`src/rtl/aes_flow_if.sv`:
```
// Bundle of the sequencer's data-path and handshake signals.
// The slave modport is the controller's view. The master modport is the
// surrounding logic: deserialiser, key receiver, AES core and tx_fifo.
interface aes_flow_if #(
    parameter int DATA_W = 128,
    parameter int DROP_W = 8
);
    logic              key_write;
    logic [DATA_W-1:0] key_data;
    logic              key_clear;
    logic              atd_ready;
    logic [DATA_W-1:0] atd_data;
    logic              aes_start;
    logic [DATA_W-1:0] aes_key;
    logic [DATA_W-1:0] aes_din;
    logic              aes_done;
    logic [DATA_W-1:0] aes_dout;
    logic              fifo_full;
    logic              fifo_wr;
    logic [DATA_W-1:0] fifo_wdata;
    logic              key_loaded;
    logic              busy;
    logic [DROP_W-1:0] drop_cnt;

    modport slave (
        input  key_write, key_data, key_clear, atd_ready, atd_data,
               aes_done, aes_dout, fifo_full,
        output aes_start, aes_key, aes_din, fifo_wr, fifo_wdata,
               key_loaded, busy, drop_cnt
    );

    modport master (
        output key_write, key_data, key_clear, atd_ready, atd_data,
               aes_done, aes_dout, fifo_full,
        input  aes_start, aes_key, aes_din, fifo_wr, fifo_wdata,
               key_loaded, busy, drop_cnt
    );
endinterface

```
`src/rtl/aes_flow_ctrl.sv`:
```
// Sequencer between the ATD deserialiser, the AES-128 core and the I2C tx_fifo.
// It holds the active key, a shadow key and a one-block pending buffer.
//
//  state | meaning
//  NOKEY | no valid key; pending block is retained
//  IDLE  | key valid, waiting for a block
//  START | aes_start pulse, plaintext presented to core
//  RUN   | core busy, waiting for aes_done
//  WRITE | result ready, write to tx_fifo if not full
//  STALL | result held while tx_fifo is full
module aes_flow_ctrl #(
    parameter int DATA_W = 128,
    parameter int DROP_W = 8
) (
    input  logic        clk,
    input  logic        n_rst,
    aes_flow_if.slave   bus
);
    typedef enum logic [2:0] {NOKEY, IDLE, START, RUN, WRITE, STALL} state_t;

    state_t            state_q;
    logic [DATA_W-1:0] key_q, shadow_q, pend_q, din_q, result_q;
    logic              key_loaded_q, shadow_vld_q, pend_vld_q, start_q;
    logic [DROP_W-1:0] drop_q;

    logic busy_st, key_ok, go_d, consume_d, bypass_d, fifo_wr_d, to_idle_d;

    // Decode of handshake conditions shared by the state, key and intake logic
    always_comb begin
        busy_st   = (state_q == START) || (state_q == RUN) ||
                    (state_q == WRITE) || (state_q == STALL);
        // key_write wins over key_clear; a clear in this cycle blocks a start
        key_ok    = bus.key_write || (key_loaded_q && !bus.key_clear);
        go_d      = (state_q == IDLE) && key_ok && (pend_vld_q || bus.atd_ready);
        consume_d = go_d && pend_vld_q;
        // an arriving block with an empty buffer goes straight to the core
        bypass_d  = go_d && !pend_vld_q;
        // gated by fifo_full directly so a write never lands on a full FIFO
        fifo_wr_d = ((state_q == WRITE) || (state_q == STALL)) && !bus.fifo_full;
        to_idle_d = fifo_wr_d;
    end

    // Main sequencing FSM with registered start strobe, plaintext and result
    always_ff @(posedge clk or negedge n_rst) begin
        if (!n_rst) begin
            state_q  <= NOKEY;
            start_q  <= 1'b0;
            din_q    <= '0;
            result_q <= '0;
        end else begin
            start_q <= 1'b0;
            case (state_q)
                NOKEY: if (key_ok) state_q <= IDLE;
                IDLE: begin
                    if (!key_ok) begin
                        state_q <= NOKEY;
                    end else if (go_d) begin
                        state_q <= START;
                        start_q <= 1'b1;
                        din_q   <= pend_vld_q ? pend_q : bus.atd_data;
                    end
                end
                START: state_q <= RUN;
                RUN: begin
                    if (bus.aes_done) begin
                        result_q <= bus.aes_dout;
                        state_q  <= WRITE;
                    end
                end
                WRITE: state_q <= bus.fifo_full ? STALL : IDLE;
                STALL: if (!bus.fifo_full) state_q <= IDLE;
                default: state_q <= NOKEY;
            endcase
        end
    end

    // Active/shadow key: updates during an operation wait for the return to IDLE
    always_ff @(posedge clk or negedge n_rst) begin
        if (!n_rst) begin
            key_q        <= '0;
            shadow_q     <= '0;
            key_loaded_q <= 1'b0;
            shadow_vld_q <= 1'b0;
        end else if (bus.key_write) begin
            if (busy_st && !to_idle_d) begin
                shadow_q     <= bus.key_data;
                shadow_vld_q <= 1'b1;
            end else begin
                key_q        <= bus.key_data;
                key_loaded_q <= 1'b1;
                shadow_vld_q <= 1'b0;
            end
        end else if (bus.key_clear) begin
            key_loaded_q <= 1'b0;
            shadow_vld_q <= 1'b0;
        end else if (to_idle_d && shadow_vld_q) begin
            key_q        <= shadow_q;
            key_loaded_q <= 1'b1;
            shadow_vld_q <= 1'b0;
        end
    end

    // Pending block buffer and saturating overrun counter
    always_ff @(posedge clk or negedge n_rst) begin
        if (!n_rst) begin
            pend_q     <= '0;
            pend_vld_q <= 1'b0;
            drop_q     <= '0;
        end else if (bus.atd_ready) begin
            if (pend_vld_q && !consume_d) begin
                if (drop_q != {DROP_W{1'b1}})
                    drop_q <= drop_q + {{(DROP_W-1){1'b0}}, 1'b1};
            end else if (!bypass_d) begin
                pend_q     <= bus.atd_data;
                pend_vld_q <= 1'b1;
            end
        end else if (consume_d) begin
            pend_vld_q <= 1'b0;
        end
    end

    assign bus.aes_start  = start_q;
    assign bus.aes_key    = key_q;
    assign bus.aes_din    = din_q;
    assign bus.fifo_wr    = fifo_wr_d;
    assign bus.fifo_wdata = result_q;
    assign bus.key_loaded = key_loaded_q;
    assign bus.busy       = busy_st;
    assign bus.drop_cnt   = drop_q;
endmodule

```
`src/flat_wrapper.sv`:
```
// flat-port wrapper written by rule: the top's interface ports become plain ports
module aes_flow_ctrl_flat 
#(
    parameter int DATA_W = 128,
    parameter int DROP_W = 8
)
  (clk, n_rst, bus_key_write, bus_key_data, bus_key_clear, bus_atd_ready, bus_atd_data, bus_aes_done, bus_aes_dout, bus_fifo_full, bus_aes_start, bus_aes_key, bus_aes_din, bus_fifo_wr, bus_fifo_wdata, bus_key_loaded, bus_busy, bus_drop_cnt);
  aes_flow_if #(.DATA_W(DATA_W), .DROP_W(DROP_W)) bus_i ();
  input  logic clk;
  input  logic n_rst;
  input wire logic [$bits(bus_i.key_write)-1:0] bus_key_write;
  input wire logic [$bits(bus_i.key_data)-1:0] bus_key_data;
  input wire logic [$bits(bus_i.key_clear)-1:0] bus_key_clear;
  input wire logic [$bits(bus_i.atd_ready)-1:0] bus_atd_ready;
  input wire logic [$bits(bus_i.atd_data)-1:0] bus_atd_data;
  input wire logic [$bits(bus_i.aes_done)-1:0] bus_aes_done;
  input wire logic [$bits(bus_i.aes_dout)-1:0] bus_aes_dout;
  input wire logic [$bits(bus_i.fifo_full)-1:0] bus_fifo_full;
  output wire logic [$bits(bus_i.aes_start)-1:0] bus_aes_start;
  output wire logic [$bits(bus_i.aes_key)-1:0] bus_aes_key;
  output wire logic [$bits(bus_i.aes_din)-1:0] bus_aes_din;
  output wire logic [$bits(bus_i.fifo_wr)-1:0] bus_fifo_wr;
  output wire logic [$bits(bus_i.fifo_wdata)-1:0] bus_fifo_wdata;
  output wire logic [$bits(bus_i.key_loaded)-1:0] bus_key_loaded;
  output wire logic [$bits(bus_i.busy)-1:0] bus_busy;
  output wire logic [$bits(bus_i.drop_cnt)-1:0] bus_drop_cnt;
  assign bus_i.key_write = bus_key_write;
  assign bus_i.key_data = bus_key_data;
  assign bus_i.key_clear = bus_key_clear;
  assign bus_i.atd_ready = bus_atd_ready;
  assign bus_i.atd_data = bus_atd_data;
  assign bus_i.aes_done = bus_aes_done;
  assign bus_i.aes_dout = bus_aes_dout;
  assign bus_i.fifo_full = bus_fifo_full;
  assign bus_aes_start = bus_i.aes_start;
  assign bus_aes_key = bus_i.aes_key;
  assign bus_aes_din = bus_i.aes_din;
  assign bus_fifo_wr = bus_i.fifo_wr;
  assign bus_fifo_wdata = bus_i.fifo_wdata;
  assign bus_key_loaded = bus_i.key_loaded;
  assign bus_busy = bus_i.busy;
  assign bus_drop_cnt = bus_i.drop_cnt;
  aes_flow_ctrl #(.DATA_W(DATA_W), .DROP_W(DROP_W)) u_core (.clk(clk), .n_rst(n_rst), .bus(bus_i));
endmodule
```
`config.mk`:
```
export PLATFORM = sky130hd
export DESIGN_NAME = aes_flow_ctrl_flat
export DESIGN_NICKNAME = d
export VERILOG_FILES = /design/src/rtl/aes_flow_if.sv /design/src/rtl/aes_flow_ctrl.sv /design/src/flat_wrapper.sv
export SDC_FILE = /design/constraint.sdc
export NUM_CORES = 1
export LEC_CHECK = 0
export ABC_AREA = 1
export CORE_AREA = 2 2 234 409
export DETAILED_ROUTE_END_ITERATION = 8
export DIE_AREA = 0 0 236 411
export GPL_TIMING_DRIVEN = 0
export HOLD_SLACK_MARGIN = 0.15
export PLACE_DENSITY_LB_ADDON = 0.05
export SLEW_MARGIN = 20
export SYNTH_ARGS = -nofsm -noshare
export SYNTH_HDL_FRONTEND = slang
export SYNTH_SLANG_ARGS = --single-unit
```
`constraint.sdc`:
```
create_clock -name clk -period 5.8 [get_ports clk]
set_clock_uncertainty 0.1 [all_clocks]
set_input_delay 0.87 -clock clk [delete_from_list [all_inputs] [get_ports clk]]
set_output_delay 0.87 -clock clk [all_outputs]
set_load 0.02 [all_outputs]
```
---- Word level (Yosys, flattened, before mapping) ----
Cells that the tools add are included.
operators by class
  mux-type cells .......................... 27
  div/mod/pow operators ................... 0
  equal/unequal tests ..................... 14
  add/subtract/negate cells ............... 1
  bitwise operators ....................... 2
  shifts and indexed selects .............. 0
  $lt $le $gt $ge ......................... 0
  reductions and logical operators ........ 33
  $mul .................................... 0
operators with widths
  cell                                                    count
  two-way mux 128 bit                                     5
  two-way mux 3 bit                                       6
  one-hot mux 3 bit (6 select lines)                      1
  two-way mux 1 bit                                       15
  AND reduction 3 bit                                     5
  inequality test 2 bit (second input constant)           6
  logical AND 1 bit                                       9
  adder 8 x 1 -> 8 bit (second input constant)            1
  inequality test 8 bit (second input constant)           1
  == test 3 x 2 -> 1 bit (second input constant)          2
  == test 3 bit (second input constant)                   2
  logical OR 1 bit                                        6
  AND reduction 2 bit                                     3
  zero test 1 bit                                         5
  AND reduction 4 bit                                     1
  nonzero test 2 bit                                      2
  == test 3 x 1 -> 1 bit (second input constant)          1
  zero test 3 bit                                         1
  inequality test 3 bit (second input constant)           1
  nonzero test 3 bit                                      1
  inequality test 2 x 1 -> 1 bit (second input constant)  1
  NOT 1 bit                                               2
storage, ports and cells
  bits of input ports ..................... 391
  memories ................................ 0
  output and inout port bits .............. 396
  ROM bits ................................ 0
  bits in latches ......................... 0
  register bits ........................... 655
  bits in writable memories ............... 0
  word-level logic and storage cells ...... 88

---- Longest topological paths before layout ----
  depth after elaboration ................. 10
  mapped depth ............................ 13
  depth with buffers taken out ............ 11

---- Worst setup path after synthesis ----
Ideal clock, no wire load.
  path kind ............................... input to register
  from .................................... input port bus_key_write
  to ...................................... register u_core.pend_q[47]
  arrival time ............................ 2.786 ns
  library setup time ...................... 0.125 ns
  data required time ...................... 5.575 ns
  stages .................................. 11
  buffers on the path ..................... 4
  path slack .............................. 2.790 ns
  path through ............................ buf_4 -> a21oi_2 -> nor2_2 -> nand2_2 -> buf_2 -> buf_2 -> inv_1 -> ha_1 -> nand2_1 -> clkbuf_1 -> mux2_2
between the ends
  longest elaborated chain between the ends .. 8
  elaborated cells between the ends (all ways) .. 10
  those cells by class .................... bitwise (2); reduce/logical (8)
ends and longest elaborated chain
  what                                    RTL line              source
  start: declaration                      flat_wrapper.sv:11    input wire logic [$bits(bus_i.key_write)-1:0] bus_key_write;
  logical OR 1 bit *                      aes_flow_ctrl.sv:33   key_ok = bus.key_write || (key_loaded_q && !bus.key_clear);
  logical AND 1 bit * (2 in series)       aes_flow_ctrl.sv:34   go_d = (state_q == IDLE) && key_ok && (pend_vld_q || bus.atd_ready);
  logical AND 1 bit                       aes_flow_ctrl.sv:35   consume_d = go_d && pend_vld_q;
  zero test 1 bit                         aes_flow_ctrl.sv:110  if (pend_vld_q && !consume_d) begin
  logical AND 1 bit                       aes_flow_ctrl.sv:110
  NOT 1 bit (no source line)              -
  AND reduction 3 bit (no source line) *  -
  end signal: assignment                  aes_flow_ctrl.sv:114  pend_q <= bus.atd_data;
  end: declaration                        aes_flow_ctrl.sv:22   logic [DATA_W-1:0] key_q, shadow_q, pend_q, din_q, result_q;
Every way passes the cells marked *; elsewhere a longest branch is shown, timed or not.
A chain may end at the register's enable or synchronous reset.

---- Worst setup path after layout ----
  from .................................... input port bus_atd_ready
  to ...................................... register u_core.pend_q[90]
between the ends
  longest elaborated chain between the ends .. 7
  elaborated cells between the ends (all ways) .. 9
  those cells by class .................... bitwise (2); reduce/logical (7)
ends and longest elaborated chain
  what                                    RTL line              source
  start: declaration                      flat_wrapper.sv:14    input wire logic [$bits(bus_i.atd_ready)-1:0] bus_atd_ready;
  logical OR 1 bit                        aes_flow_ctrl.sv:34
  logical AND 1 bit                       aes_flow_ctrl.sv:34
  logical AND 1 bit                       aes_flow_ctrl.sv:35
  zero test 1 bit                         aes_flow_ctrl.sv:110
  logical AND 1 bit                       aes_flow_ctrl.sv:110
  NOT 1 bit (no source line)              -
  AND reduction 3 bit (no source line) *  -
Marked as above.

==> flow_metrics.py <==
metrics = {
    "grt": {
        "track_usage_pct": 22.81,
        "grt_pass1_wl_microns": 165600,
        "antenna_found_initial": 39,
        "grt_max_degree": 87,
        "grt_pass1_vias": 25050,
        "gr-total-overflow": 0,
    },
    "floorplanning": {
        "num_rows": 149,
        "core-area_sq_mm": 0.09377,
        "dieHeight_microns": 411,
        "die_area_sq_mm": 0.09700,
        "pin_count": 787,
        "die_w_microns": 236,
        "initial_utilization_pct": 29.84,
    },
    "critical_path": {
        "crit_chain": "clkdlybuf4s50_1 -> nor2_1 -> inv_1 -> nand2_2 -> buf_2 -> buf_2 -> inv_1 -> ha_1 -> nand2_1 -> clkbuf_1 -> clkbuf_1 -> nand2_1 -> o21ai_0",
        "critPathMaxFanout": 10,
        "crit_type": "input port to flip-flop",
        "arrival_ns": 4.43,
        "end_kind": "flip-flop",
        "max_stage_delay_ns": 0.59,
        "required_ns": 6.27,
        "reg2reg_slack_ns": 1.96,
        "worst_path_max_delay_cell": "clkbuf_1",
        "critPathLaunchType": "input port",
    },
    "cts": {
        "clock_latency_ns": 0.66,
        "cts-root-buf": "clkbuf_16",
        "cts_max_level": 3,
        "ctsLongestPathBuffers": 3,
        "path_clk_slew_ns": 0.07,
        "cts_inserted_buffers": 71,
        "post_cts_buffers": 0,
        "cts_tree": "yes",
        "clock-sinks": 655,
    },
    "pwr": {
        "power_frac_clock_pct": 21.2,
        "power.density_mw_per_mm2": 563.8,
        "seq_power_share_pct": 34.3,
        "ir_drop_uv": 347.8,
        "power.total_mw": 22.58,
        "leakage_nw": 19.14,
        "switching_share_pct": 39.97,
        "p_int_mw": 13.55,
        "p_sw_mw": 9.023,
        "pwr-share-comb_pct": 44.5,
    },
    "drt": {
        "drtPass1Iterations": 7,
        "dr_wl_met2_microns": 55390,
        "routed_wl_microns": 112100,
        "via_count": 24470,
        "antenna_left": 0,
        "vias_per_cell": 4.624,
        "wl_met3_microns": 10200,
        "drc": 0,
        "top_layer": "met5",
        "dr.first_iter.drc_count": 1131,
        "drt-met1-wl_microns": 43280,
        "wl_per_cell_microns": 21.18,
    },
    "yosys": {
        "synthDistinctLibCells": 27,
        "synth_area_per_cell_sq_um": 8.868,
        "synth_nets": 3550,
        "synth-seq-area-share_pct": 58.58,
        "mappedNetlistArea_sq_mm": 0.02798,
        "yosys_warnings": 0,
        "synthCells": 3155,
        "ys_ff_latch": 655,
    },
    "timing": {
        "max_slew_margin_pct": 34.31,
        "fin_crit_sh_pct": 68.28,
        "setup-violations-final": 0,
        "finalCriticalPeriod_ns": 3.960,
        "drv_slew": 0,
        "hold_viol_final": 0,
        "worstMarginPinSlew_ns": 0.9854,
        "tns_ns": 0,
        "timing.final.ws_setup_ns": 1.840,
        "rsz0062_at_grt": "false",
        "fmax_mhz": 252.5,
    },
    "layout": {
        "seqCellArea_sq_mm": 0.01639,
        "layout_common_cells": "nand2_1 (975), clkdlybuf4s50_1 (784), dfrtp_1 (655), o21ai_0 (400), inv_1 (227)",
        "layout-drive-gt1-share_pct": 8.292,
        "nets": 4418,
        "multiInputGateArea_sq_mm": 0.009622,
        "final_area_sq_mm": 0.04004,
        "fillCellCount": 9426,
        "fin_cells": 5292,
        "mostFrequentLayoutCell": "nand2_1",
        "areaGrowthSynthToFinish_pct": 43.12,
    },
    "placement": {
        "placed_cell_area_sq_mm": 0.03760,
        "dp_hpwl_microns": 86030,
        "gp_congestion": 0.8085,
        "portBuffers": 785,
        "dp_cells": 5157,
        "post-place-ws_ns": 0.9539,
    },
    "job": {
        "drv_cap": 0,
    },
    "run_status": {
        "status": "complete, no violations",
    },
    "min_path": {
        "hold_class": "flip-flop to flip-flop",
    },
}
worst max-delay path, delay by kind of cell:
kind | cells | cell delay, ns
AOI/OAI and AO/OA | 1 | 0.10
and+or+nand+nor | 4 | 0.88
adders and majority gates | 1 | 0.27
buffers and inverters | 7 | 2.31
logic make-up (layout without fill, tap and decap cells):
logic type	count (synthesis)	after routing	share of synthesized area, %
and+or+nand+nor	1382	1382	20.38
DFF	655	655	58.58
AOI/OAI and AO/OA	553	553	9.915
buffers and inverters	457	1378	7.026
muxes	98	98	3.725
xor gates and xnor gates	6	6	0.1878
adders and majority gates	4	4	0.1789
other	0	8	0
power groups by stage:
stage / Sequential [mW] / Combinational, mW / Clock [mW]
after floorplan: 9.14 / 3.82 / 0
after global placement: 7.84 / 10.1 / 0
after detailed placement: 7.81 / 10.2 / 0
final: 7.75 / 10.0 / 4.79
after CTS: 7.76 / 10.2 / 4.94
after global routing: 8.00 / 11.0 / 5.10
cell type report:
class / count / share of cell area [%]
multi-input combinational: 2043 / 24.03
clock inverter: 20 / 0.7312
tap: 1208 / 3.775
sequential: 655 / 40.93
inverter: 230 / 2.156
timing repair buffer: 795 / 20.28
clock buffer: 106 / 5.290
antenna: 8 / 0.05000
buffer: 227 / 2.753
per-layer routing:
layer / track usage, % / vias to the layer above
li1: - / 11950
met1: 25.75 / 11510
met2: 39.44 / 785
met3: 8.693 / 169
met4: 7.555 / 62
met5: 0 / -
worst paths after layout:
kind | from | endpoint | cells after the start
min in group asynchronous | n_rst | u_core.bus.aes_key[37]$_DFFE_PN0P_ | 2
min | u_core.bus.fifo_wdata[108]$_DFFE_PN0P_ | u_core.bus.fifo_wdata[108]$_DFFE_PN0P_ | 2
max in group asynchronous | n_rst | u_core.bus.fifo_wdata[14]$_DFFE_PN0P_ | 7
max reg2reg | u_core.pend_vld_q$_DFFE_PN0P_ | u_core.pend_q[90]$_DFFE_PN0P_ | 13
max | bus_atd_ready | u_core.pend_q[90]$_DFFE_PN0P_ | 13
min reg2reg | u_core.bus.fifo_wdata[108]$_DFFE_PN0P_ | u_core.bus.fifo_wdata[108]$_DFFE_PN0P_ | 2
metrics by stage:
stage / util [%] / hold WS, ns
detailed placement: 40.10 / 0.3570
global route: 42.69 / 0.3834
floorplan: - / 0.3479
finish: 42.70 / 0.3666
CTS: 42.68 / 0.3720
global placement: 39.83 / 0.3526
cells in the mapped netlist:
cell | instances | area share, %
a21oi_2 | 1 | 0.031
nand4_1 | 128 | 2.9
nor2_1 | 135 | 1.8
inv_2 | 3 | 0.040
nand2_1 | 975 | 13
buf_1 | 2 | 0.027
nand2_2 | 2 | 0.045
o21ai_0 | 400 | 7.2
xnor2_1 | 2 | 0.063
nand3_1 | 137 | 2.5
nor3_1 | 1 | 0.018
clkbuf_1 | 68 | 0.91
o211ai_1 | 1 | 0.027
buf_2 | 134 | 2.4
mux2i_1 | 49 | 1.8
buf_4 | 19 | 0.51
xor2_1 | 4 | 0.13
buf_6 | 1 | 0.040
mux2_2 | 49 | 2.0
ha_1 | 4 | 0.18
clkbuf_2 | 3 | 0.054
dfrtp_1 | 655 | 59
nor2_2 | 2 | 0.045
a21oi_1 | 127 | 2.3
inv_1 | 227 | 3.0
o21ai_1 | 24 | 0.43
nand3_2 | 2 | 0.072
flip-flops by register name, summed over array words and instances (netlist names):
signal,count
u_core.bus.fifo_wdata,128
u_core.pend_q,128
u_core.bus.aes_start,1
u_core.bus.key_loaded,1
u_core.shadow_vld_q,1
u_core.shadow_q,128
u_core.pend_vld_q,1
u_core.bus.drop_cnt,8
u_core.state_q,3
u_core.bus.aes_din,128
u_core.bus.aes_key,128
timing repair:
action | 4_1_cts | 5_1_grt
gates resized for setup | 0 | 0
setup endpoints to repair | 0 | 0
endpoints found under the hold margin | 60 | 0
hold buffers | 1 | 0
(Power assumes the default switching activity.)
